**config.mk**
```make
export PLATFORM = sky130hd
export DESIGN_NAME = mipi_host_read_requester
export DESIGN_NICKNAME = d
export VERILOG_FILES = /design/src/rtl/mipi_host_read_requester.sv
export SDC_FILE = /design/constraint.sdc
export NUM_CORES = 1
export LEC_CHECK = 0
export ABC_AREA = 0
export BUFFER_PORTS_ARGS = -buffer_cell sky130_fd_sc_hd__clkbuf_2
export CAP_MARGIN = 10
export CORE_MARGIN = 1.5
export CORE_UTILIZATION = 39
export CTS_BUF_LIST = sky130_fd_sc_hd__clkbuf_8
export DETAILED_ROUTE_END_ITERATION = 6
export PLACE_DENSITY = 0.65
export RECOVER_POWER = 100
export SYNTH_ARGS = -nofsm -noshare
export SYNTH_HDL_FRONTEND = slang
export SYNTH_SLANG_ARGS = --single-unit
```
**constraint.sdc**
```tcl
create_clock -name clk_host -period 2.25 [get_ports clk_host]
set_input_delay 0.225 -clock clk_host [delete_from_list [all_inputs] [get_ports clk_host]]
set_output_delay 0.225 -clock clk_host [all_outputs]
set_load 0.1 [all_outputs]
```
**src/rtl/mipi_host_read_requester.sv**
```systemverilog
// Host-side DSI read initiator: optional MRPS, read short packet with BTA, response capture.
// Latency: rd_done one cycle after a short header or after the final long-payload word.
// Backpressure: tx_cmd_req is held with stable cmd/bta until tx_cmd_ack; rx side has no backpressure.
module mipi_host_read_requester #(
  parameter int          MAX_BYTES      = 16,
  parameter logic [19:0] TIMEOUT_CYCLES = 20'd1000000,
  parameter logic [1:0]  VC             = 2'd0
) (
  input  logic                   clk_host,
  input  logic                   rstn,
  input  logic                   rd_start,
  input  logic                   rd_dcs,
  input  logic [7:0]             rd_addr,
  input  logic [15:0]            rd_max_len,
  output logic                   rd_busy,
  output logic                   rd_done,
  output logic [1:0]             rd_status,
  output logic [15:0]            rd_len,
  output logic                   rd_trunc,
  output logic [8*MAX_BYTES-1:0] rd_data,
  output logic [23:0]            mipi_host_tx_cmd,
  output logic                   mipi_host_tx_cmd_bta,
  output logic                   mipi_host_tx_cmd_req,
  input  logic                   mipi_host_tx_cmd_ack,
  input  logic                   mipi_host_dphy_direction,
  input  logic [23:0]            mipi_host_rx_cmd,
  input  logic                   mipi_host_rx_cmd_valid,
  input  logic [31:0]            mipi_host_rx_payload,
  input  logic                   mipi_host_rx_payload_valid
);

  typedef enum logic [2:0] {
    ST_IDLE      = 3'd0,
    ST_SEND_MRPS = 3'd1,
    ST_SEND_RD   = 3'd2,
    ST_WAIT_RESP = 3'd3,
    ST_RX_LONG   = 3'd4,
    ST_DONE      = 3'd5
  } state_t;

  localparam logic [15:0] LP_MAX_BYTES = 16'(MAX_BYTES);
  localparam logic [19:0] LP_TMO_LAST  = TIMEOUT_CYCLES - 20'd1;

  state_t                 r_state;
  logic                   r_dcs;
  logic [7:0]             r_addr;
  logic [15:0]            r_max_len;
  logic                   r_mrps_valid;
  logic [15:0]            r_mrps_last;
  logic                   r_busy;
  logic                   r_done;
  logic [1:0]             r_status;
  logic [15:0]            r_len;
  logic                   r_trunc;
  logic [8*MAX_BYTES-1:0] r_data;
  logic [23:0]            r_tx_cmd;
  logic                   r_bta;
  logic                   r_req;
  logic                   r_dir_q;
  logic                   r_dir_seen;
  logic [19:0]            r_tmo_cnt;
  logic [15:0]            r_wc;
  logic [15:0]            r_words_needed;
  logic [15:0]            r_word_cnt;

  logic [5:0]  w_dt;
  logic [7:0]  w_d0;
  logic [7:0]  w_d1;
  logic [15:0] w_wc;
  logic [15:0] w_wc_words;
  logic [1:0]  w_unused_rx_vc;
  logic        w_dir_rise;
  logic        w_hdr_ok;
  logic        w_tmo;
  logic        w_last_word;
  logic        w_need_mrps;

  assign w_dt           = mipi_host_rx_cmd[5:0];
  assign w_d0           = mipi_host_rx_cmd[15:8];
  assign w_d1           = mipi_host_rx_cmd[23:16];
  assign w_wc           = {w_d1, w_d0};
  assign w_wc_words     = 16'((17'(w_wc) + 17'd3) >> 2);
  assign w_unused_rx_vc = mipi_host_rx_cmd[7:6];
  // Only the direction rising edge (or a header after it) arms header capture.
  assign w_dir_rise     = mipi_host_dphy_direction & ~r_dir_q;
  assign w_hdr_ok       = mipi_host_rx_cmd_valid & (r_dir_seen | w_dir_rise);
  assign w_tmo          = (r_tmo_cnt == LP_TMO_LAST);
  assign w_last_word    = (r_word_cnt == (r_words_needed - 16'd1));
  // MRPS is skipped when the peripheral already holds the same limit.
  assign w_need_mrps    = (rd_max_len != 16'd0) &&
                          !(r_mrps_valid && (rd_max_len == r_mrps_last));

  assign rd_busy              = r_busy;
  assign rd_done              = r_done;
  assign rd_status            = r_status;
  assign rd_len               = r_len;
  assign rd_trunc             = r_trunc;
  assign rd_data              = r_data;
  assign mipi_host_tx_cmd     = r_tx_cmd;
  assign mipi_host_tx_cmd_bta = r_bta;
  assign mipi_host_tx_cmd_req = r_req;

  // Read-transaction FSM with all outputs registered.
  always_ff @(posedge clk_host) begin
    if (!rstn) begin
      r_state        <= ST_IDLE;
      r_dcs          <= 1'b0;
      r_addr         <= 8'd0;
      r_max_len      <= 16'd0;
      r_mrps_valid   <= 1'b0;
      r_mrps_last    <= 16'd0;
      r_busy         <= 1'b0;
      r_done         <= 1'b0;
      r_status       <= 2'd0;
      r_len          <= 16'd0;
      r_trunc        <= 1'b0;
      r_data         <= '0;
      r_tx_cmd       <= 24'd0;
      r_bta          <= 1'b0;
      r_req          <= 1'b0;
      r_dir_q        <= 1'b0;
      r_dir_seen     <= 1'b0;
      r_tmo_cnt      <= 20'd0;
      r_wc           <= 16'd0;
      r_words_needed <= 16'd0;
      r_word_cnt     <= 16'd0;
    end else begin
      r_dir_q <= mipi_host_dphy_direction;
      r_done  <= 1'b0;
      case (r_state)
        ST_IDLE: begin
          if (rd_start) begin
            r_dcs     <= rd_dcs;
            r_addr    <= rd_addr;
            r_max_len <= rd_max_len;
            r_data    <= '0;
            r_len     <= 16'd0;
            r_trunc   <= 1'b0;
            r_status  <= 2'd0;
            r_busy    <= 1'b1;
            r_state   <= w_need_mrps ? ST_SEND_MRPS : ST_SEND_RD;
          end
        end

        ST_SEND_MRPS: begin
          if (!r_req) begin
            r_req    <= 1'b1;
            r_tx_cmd <= {r_max_len[15:8], r_max_len[7:0], VC, 6'h37};
            r_bta    <= 1'b0;
          end else if (mipi_host_tx_cmd_ack) begin
            r_req        <= 1'b0;
            r_mrps_valid <= 1'b1;
            r_mrps_last  <= r_max_len;
            r_state      <= ST_SEND_RD;
          end
        end

        ST_SEND_RD: begin
          if (!r_req) begin
            r_req    <= 1'b1;
            r_tx_cmd <= {8'h00, r_addr, VC, (r_dcs ? 6'h06 : 6'h14)};
            r_bta    <= 1'b1;
          end else if (mipi_host_tx_cmd_ack) begin
            r_req      <= 1'b0;
            r_tmo_cnt  <= 20'd0;
            r_dir_seen <= 1'b0;
            r_state    <= ST_WAIT_RESP;
          end
        end

        ST_WAIT_RESP: begin
          r_tmo_cnt <= r_tmo_cnt + 20'd1;
          if (w_dir_rise) r_dir_seen <= 1'b1;
          if (w_hdr_ok) begin
            case (w_dt)
              6'h21, 6'h11: begin
                r_data[7:0] <= w_d0;
                r_len       <= 16'd1;
                r_done      <= 1'b1;
                r_state     <= ST_DONE;
              end
              6'h22, 6'h12: begin
                r_data[15:0] <= {w_d1, w_d0};
                r_len        <= 16'd2;
                r_done       <= 1'b1;
                r_state      <= ST_DONE;
              end
              6'h1C, 6'h1A: begin
                r_len          <= w_wc;
                r_wc           <= w_wc;
                r_trunc        <= (w_wc > LP_MAX_BYTES);
                r_words_needed <= w_wc_words;
                r_word_cnt     <= 16'd0;
                if (w_wc == 16'd0) begin
                  r_done  <= 1'b1;
                  r_state <= ST_DONE;
                end else begin
                  r_state <= ST_RX_LONG;
                end
              end
              6'h02: begin
                r_data[15:0] <= {w_d1, w_d0};
                r_len        <= 16'd2;
                r_status     <= 2'd1;
                r_done       <= 1'b1;
                r_state      <= ST_DONE;
              end
              default: begin
                r_status <= 2'd3;
                r_done   <= 1'b1;
                r_state  <= ST_DONE;
              end
            endcase
          end else if (w_tmo) begin
            r_status <= 2'd2;
            r_done   <= 1'b1;
            r_state  <= ST_DONE;
          end
        end

        ST_RX_LONG: begin
          r_tmo_cnt <= r_tmo_cnt + 20'd1;
          if (mipi_host_rx_payload_valid) begin
            // Word k lands in bytes 4k..4k+3; bytes past WC stay zero.
            for (int b = 0; b < MAX_BYTES; b++) begin
              if ((r_word_cnt == 16'(b / 4)) && (16'(b) < r_wc)) begin
                r_data[b*8 +: 8] <= mipi_host_rx_payload[(b % 4)*8 +: 8];
              end
            end
            r_word_cnt <= r_word_cnt + 16'd1;
          end
          if (mipi_host_rx_payload_valid && w_last_word) begin
            r_done  <= 1'b1;
            r_state <= ST_DONE;
          end else if (w_tmo) begin
            r_status <= 2'd2;
            r_done   <= 1'b1;
            r_state  <= ST_DONE;
          end
        end

        ST_DONE: begin
          r_busy  <= 1'b0;
          r_state <= ST_IDLE;
        end

        default: r_state <= ST_IDLE;
      endcase
    end
  end

endmodule

```
* Yosys cells after proc, flatten, opt, wreduce, memory -nomap -nowiden
Index checks and enable logic that the tools add are counted.
Widths: inputs -> output; s select.
** Storage, ports and cells
- Bits in registers :: 289
- Input port bits :: 88
- Output and inout port bits :: 175
- Logic and storage cells :: 255
** Operators by class
- $add $sub $neg :: 4
- Order comparisons :: 17
- Equal/unequal tests :: 50
- Multiplexer cells :: 77
- Bitwise logic cells :: 4
- Reductions and logical operators :: 67
** Operators by type and width (count)
- $mux 128 :: 2
- $pmux 112 s2 :: 1
- $mux 8 :: 18
- $lt 4x16->1 const A :: 8
- $mux 16 :: 6
- $pmux 16 s3 :: 2
- $reduce_and 4->1 :: 19
- $lt 3x16->1 const A :: 4
- $pmux 16 s2 :: 2
- $ne 2x2->1 const B :: 29
- $mux 24 :: 2
- $pmux 24 s2 :: 1
- $mux 20 :: 2
- $pmux 20 s2 :: 1
- $eq 16x16->1 :: 2
- $eq 16x2->1 const B :: 2
- $logic_not 16->1 :: 2
- $lt 1x16->1 const A :: 2
- $lt 2x16->1 const A :: 2
- $eq 6x5->1 const B :: 4
- $mux 3 :: 8
- $add 20x1->20 const B :: 1
- $eq 20x20->1 const B :: 1
- $logic_and 1x1->1 :: 19
- 36 further kinds :: 79

* Depth between registers and ports, before layout
- Depth in word-level cells :: 7
- Gate-level depth with buffers :: 11
- Depth with buffers taken out :: 9

* Least setup slack after synthesis
No wires, ideal clock.
- Path type :: register to register
- From :: register r_req (netlist: mipi_host_tx_cmd_req)
- To :: register r_tmo_cnt[11]
- Library setup time :: 0.119 ns
- Data arrival time :: 2.478 ns
- Required time :: 2.131 ns
- Slack :: -0.347 ns
- Stages on the path, launching flop included :: 8
- Path buffers :: 1
- Period minus slack after synthesis :: 2.597 ns
- Cell sequence :: dfxtp_1 > a21oi_1 > o31ai_2 > and3_1 > buf_2 > nand2_1 > a21o_1 > o221a_2
** Between the ends
- Word-level cells in the longest chain between the ends :: 2
** RTL lines
- start, declared :: RTL line 58 : logic r_req;
- start signal, assigned :: RTL line 120 : r_req <= 1'b0;
- start signal, assigned :: RTL line 147 : r_req <= 1'b1;
- start signal, assigned :: RTL line 151 : r_req <= 1'b0;
- $ne 2x2->1 (no source line)
- $reduce_and 3->1 (no source line)
- end signal, assigned :: RTL line 172 : r_tmo_cnt <= r_tmo_cnt + 20'd1;
- end signal, assigned :: RTL line 222 : r_tmo_cnt <= r_tmo_cnt + 20'd1;
- end, declared :: RTL line 61 : logic [19:0] r_tmo_cnt;
Every way passes these cells.
A chain may end at the register's enable or synchronous reset.

* Worst setup path after layout
- From :: register r_word_cnt[7]
- To :: register r_data[6] (netlist: rd_data[6])
** Between the ends
- Word-level cells in the longest chain between the ends :: 4
** RTL lines
- start, declared :: RTL line 64 : logic [15:0] r_word_cnt;
- start signal, assigned :: RTL line 230 : r_word_cnt <= r_word_cnt + 16'd1;
- $logic_not 16->1 :: RTL line 226 : if ((r_word_cnt == 16'(b / 4)) && (16'(b) < r_wc)) begin
- $logic_and 1x1->1 :: RTL line 226
- $ne 2x2->1 (no source line)
- $reduce_and 6->1 (no source line)
- end signal, assigned :: RTL line 183 : r_data[15:0] <= {w_d1, w_d0};
- end signal, assigned :: RTL line 202 : r_data[15:0] <= {w_d1, w_d0};
- end signal, assigned by index :: RTL line 227 : r_data[b*8 +: 8] <= mipi_host_rx_payload[(b % 4)*8 +: 8];
- end, declared :: RTL line 55 : logic [8*MAX_BYTES-1:0] r_data;
Every way passes these cells.

==> metrics.md <==
| Metric | Value |
|---|---|
| I/O pin total | `263` |
| Crit Path Category | `register to register` |
| Switching share of power | `0.317` |
| Largest net degree at the start of global routing | `82` |
| 1st-iter DRT viols | `775` |
| Static leakage | `7.09 nW` |
| Clock latency at the later pin of the worst-skew pair | `0.59 ns` |
| # clock sinks | `285` |
| Vias in the first global route | `11,902` |
| Net switching power | `4.02 mW` |
| Reg2Reg Setup Slack | `-0.02 ns` |
| Fin. Hold Viols | `0` |
| Yosys top cell by area | `dfxtp_1` |
| Final Max Slew Viols | `0` |
| Port bufs | `257` |
| Max transition margin | `0.204` |
| # rows | `67` |
| Worst reg2reg path endpoint | `rd_data[6]$_SDFFE_PN0P_` |
| Final WS setup | `-0.0173 ns` |
| Max_cap viols | `0` |
| Bufs on Longest Clock Path | `3` |
| Starting Density | `0.397` |
| #FFs+latches synth | `285` |
| PD cells | `740 nW/um^2` |
| Crit path max fanout | `7` |
| Layout Skew | `0.0233 ns` |
| Most frequent cells in the layout | `280 x dfxtp_1, 201 x clkbuf_2, 190 x nand2_1` |
| Reg clk slew, reported paths | `0.06 ns` |
| Post-synth EDFFs | `0` |
| Final wirelength | `40,600 um` |
| Routability cong. | `0.861` |
| Arrival time worst endpoint | `2.72 ns` |
| Root Buffer | `clkbuf_8` |
| Clk network pwr share | `0.384` |
| Total gr overflow | `0` |
| Async set-reset flop share out of synthesis | `0` |
| Vias per inst | `5.20` |
| Tcrit/Tclk final | `1.01` |
| Post-Synthesis Cells | `1,511` |
| Ant diodes | `0` |
| GRT Total Usage | `0.223` |
| Crit path launch | `r_word_cnt[7]$_SDFFE_PN0P_` |
| Share of the synthesized area in the top cell type | `0.429` |
| Yosys cell types | `80` |
| Commonest non-fill, non-tap cell in the layout | `dfxtp_1` |
| CTS tree | `yes` |
| Top post-synthesis cells by area | `dfxtp_1 43%, mux2i_1 8.6%, nand2_1 5.4%` |
| Outcome | `finished, violations left` |
| Pre-antenna DRT Iters | `4` |
| NumNets Final | `1,958` |
| Core area | `33,500 um^2` |
| Hpwl dp | `28,400 um` |
| Tightest Pin Transition | `1.20 ns` |
| First-pass GRT wire length | `64,300 um` |
| Die Ht | `188 um` |
| CTS Buf Count | `50` |
| Synth-to-layout area growth | `28.6%` |
| Synth Cell Area | `13,300 um^2` |
| Worst reg2reg path startpoint | `r_word_cnt[7]$_SDFFE_PN0P_` |
| Seq/Total Area, Yosys | `0.429` |
| Post-DRT Antenna Nets | `0` |
| Placed cell areas | `15,600 um^2` |
| H-tree depth | `2` |
| Gate power share | `0.196` |
| Reg power frac | `0.419` |
| Critical path data required time | `2.70 ns` |
| Fmax | `0.441 GHz` |
| Setup TNS | `-0.0303 ns` |
| Via Count | `12,198` |
| Worst setup EP type | `register` |
| Setup Viol. Count Final | `2` |
| DRC viols | `0` |
| Failing checks | `negative setup slack` |
| Worst Setup EP | `rd_data[6]$_SDFFE_PN0P_` |
| Worst min path class | `input port to register` |
| Final Cell Area | `17,100 um^2` |
| Layout cells sized above 1 | `0.235` |
| Die area | `35,200 um^2` |
| Synth Warn # | `0` |
| RSZ-0062 raised after global routing | `true` |
| Main flop type after synthesis | `dfxtp_1` |
| Int Power | `8.66 mW` |
| Worst VDD drop | `0.000529 V` |
| Initial antenna violation count | `1` |
| Min cycle time layout | `2.27 ns` |
| CP startpoint kind | `register` |
| Worst reg2reg path depth | `10` |
| WL/cell | `17.3 um` |
| Die width | `188 um` |
| Mean Syn Cell Area | `8.81 um^2` |
-- cell type report --
class | count | area [um^2]
fill | 3234 | 16400
sequential | 285 | 5710
inverter | 18 | 67.6
multi-input combinational | 1105 | 7190
tap | 448 | 561
clock inverter | 25 | 168
timing repair buffer | 404 | 2570
clock buffer | 62 | 853
-- routing by layer --
metal  up-vias  wire length (um)  GRT usage
li1       5954                 -          -
met1      5788             18300      0.294
met2       372             18600      0.361
met3        82              2690     0.0505
met4         2              1080     0.0742
met5         -                12          0
-- worst min-delay path by stage --
| stage | start | slack, ns | end | depth (start not counted) |
|---|---|---|---|---|
| floorplan | mipi_host_dphy_direction | 0.35 | r_dir_q$_SDFF_PN0_ | 1 |
| global placement | rd_len[1]$_SDFFE_PN0P_ | 0.44 | rd_len[1]$_SDFFE_PN0P_ | 2 |
| detailed placement | mipi_host_dphy_direction | 0.45 | r_dir_q$_SDFF_PN0_ | 2 |
| CTS | mipi_host_rx_cmd[15] | 0.003 | r_wc[7]$_SDFFE_PN0P_ | 3 |
| global route | mipi_host_rx_cmd[18] | 0.04 | rd_len[10]$_SDFFE_PN0P_ | 3 |
| finish | mipi_host_rx_cmd[15] | 0.03 | r_wc[7]$_SDFFE_PN0P_ | 3 |
-- kinds of logic after synthesis --
group,after synthesis,share of synthesized area
compound gates,291,0.156
xor+xnor,74,0.0487
fa+ha+maj,6,0.00564
buf+inv,123,0.0434
flops,285,0.429
mux,114,0.0857
other cells,1,0.000282
simple gates,617,0.231
-- worst max-delay path: stages, from the launching register on --
cell       delay (ns)
dfxtp_1          0.31
nor4_1           0.32
and4_4           0.33
buf_6            0.12
nand2_4          0.05
or2_4            0.26
a221oi_4         0.31
buf_6            0.16
clkbuf_16        0.14
buf_6            0.09
a211oi_2         0.04
-- sequential cells by signal, indices dropped and copies added, names as in the netlist, 2 cells and up --
| name | cells |
|---|---|
| r_tmo_cnt | 20 |
| r_words_needed | 15 |
| r_addr | 8 |
| rd_data | 128 |
| mipi_host_tx_cmd | 20 |
| r_wc | 16 |
| rd_status | 2 |
| r_word_cnt | 16 |
| rd_len | 16 |
| r_mrps_last | 16 |
| r_max_len | 16 |
| r_state | 3 |
-- cell usage after synthesis, types with 18 or more instances --
cell type,count
dfxtp_1,285
nand2_1,192
nor2_1,131
mux2i_1,114
nor2b_1,94
a21oi_1,78
clkbuf_1,71
a21boi_0,52
and3_1,51
xnor2_1,42
nand3_1,40
xor2_1,32
o21ai_0,30
nand4_1,27
a211oi_1,18
o211a_1,18
-- per-stage QoR --
step | setup WS, ns | hold slack [ns] | instances | utilization | power [mW]
after floorplan | 0.0115 | 0.347 | 1513 | - | 7.11
after global placement | -0.0316 | 0.443 | 2218 | 0.466 | 7.79
after detailed placement | -0.103 | 0.446 | 2218 | 0.466 | 7.81
after CTS | 0.00495 | 0.00250 | 2337 | 0.507 | 12.7
after global routing | -0.0920 | 0.0423 | 2347 | 0.511 | 13.2
final | -0.0173 | 0.0287 | 2347 | 0.511 | 12.7
-- power by group through the flow --
stage	clock [mW]	combinational [mW]	sequential (mW)
floorplan	0	1.03	6.07
detailed placement	0	2.39	5.42
global route	5.19	2.63	5.33
global placement	0	2.38	5.41
CTS	4.98	2.44	5.31
finish	4.87	2.49	5.31
-- repair_timing --
item                                    in CTS  in global routing
gates resized for setup                      7                 43
hold buffers                                31                  0
cloned                                       0                  1
hold endpoints to repair                    33                  0
buffers inserted                             1                  9
pin swaps                                    1                 11
endpoints found under the setup margin      43                118
Power figures use the tool's default switching activity.
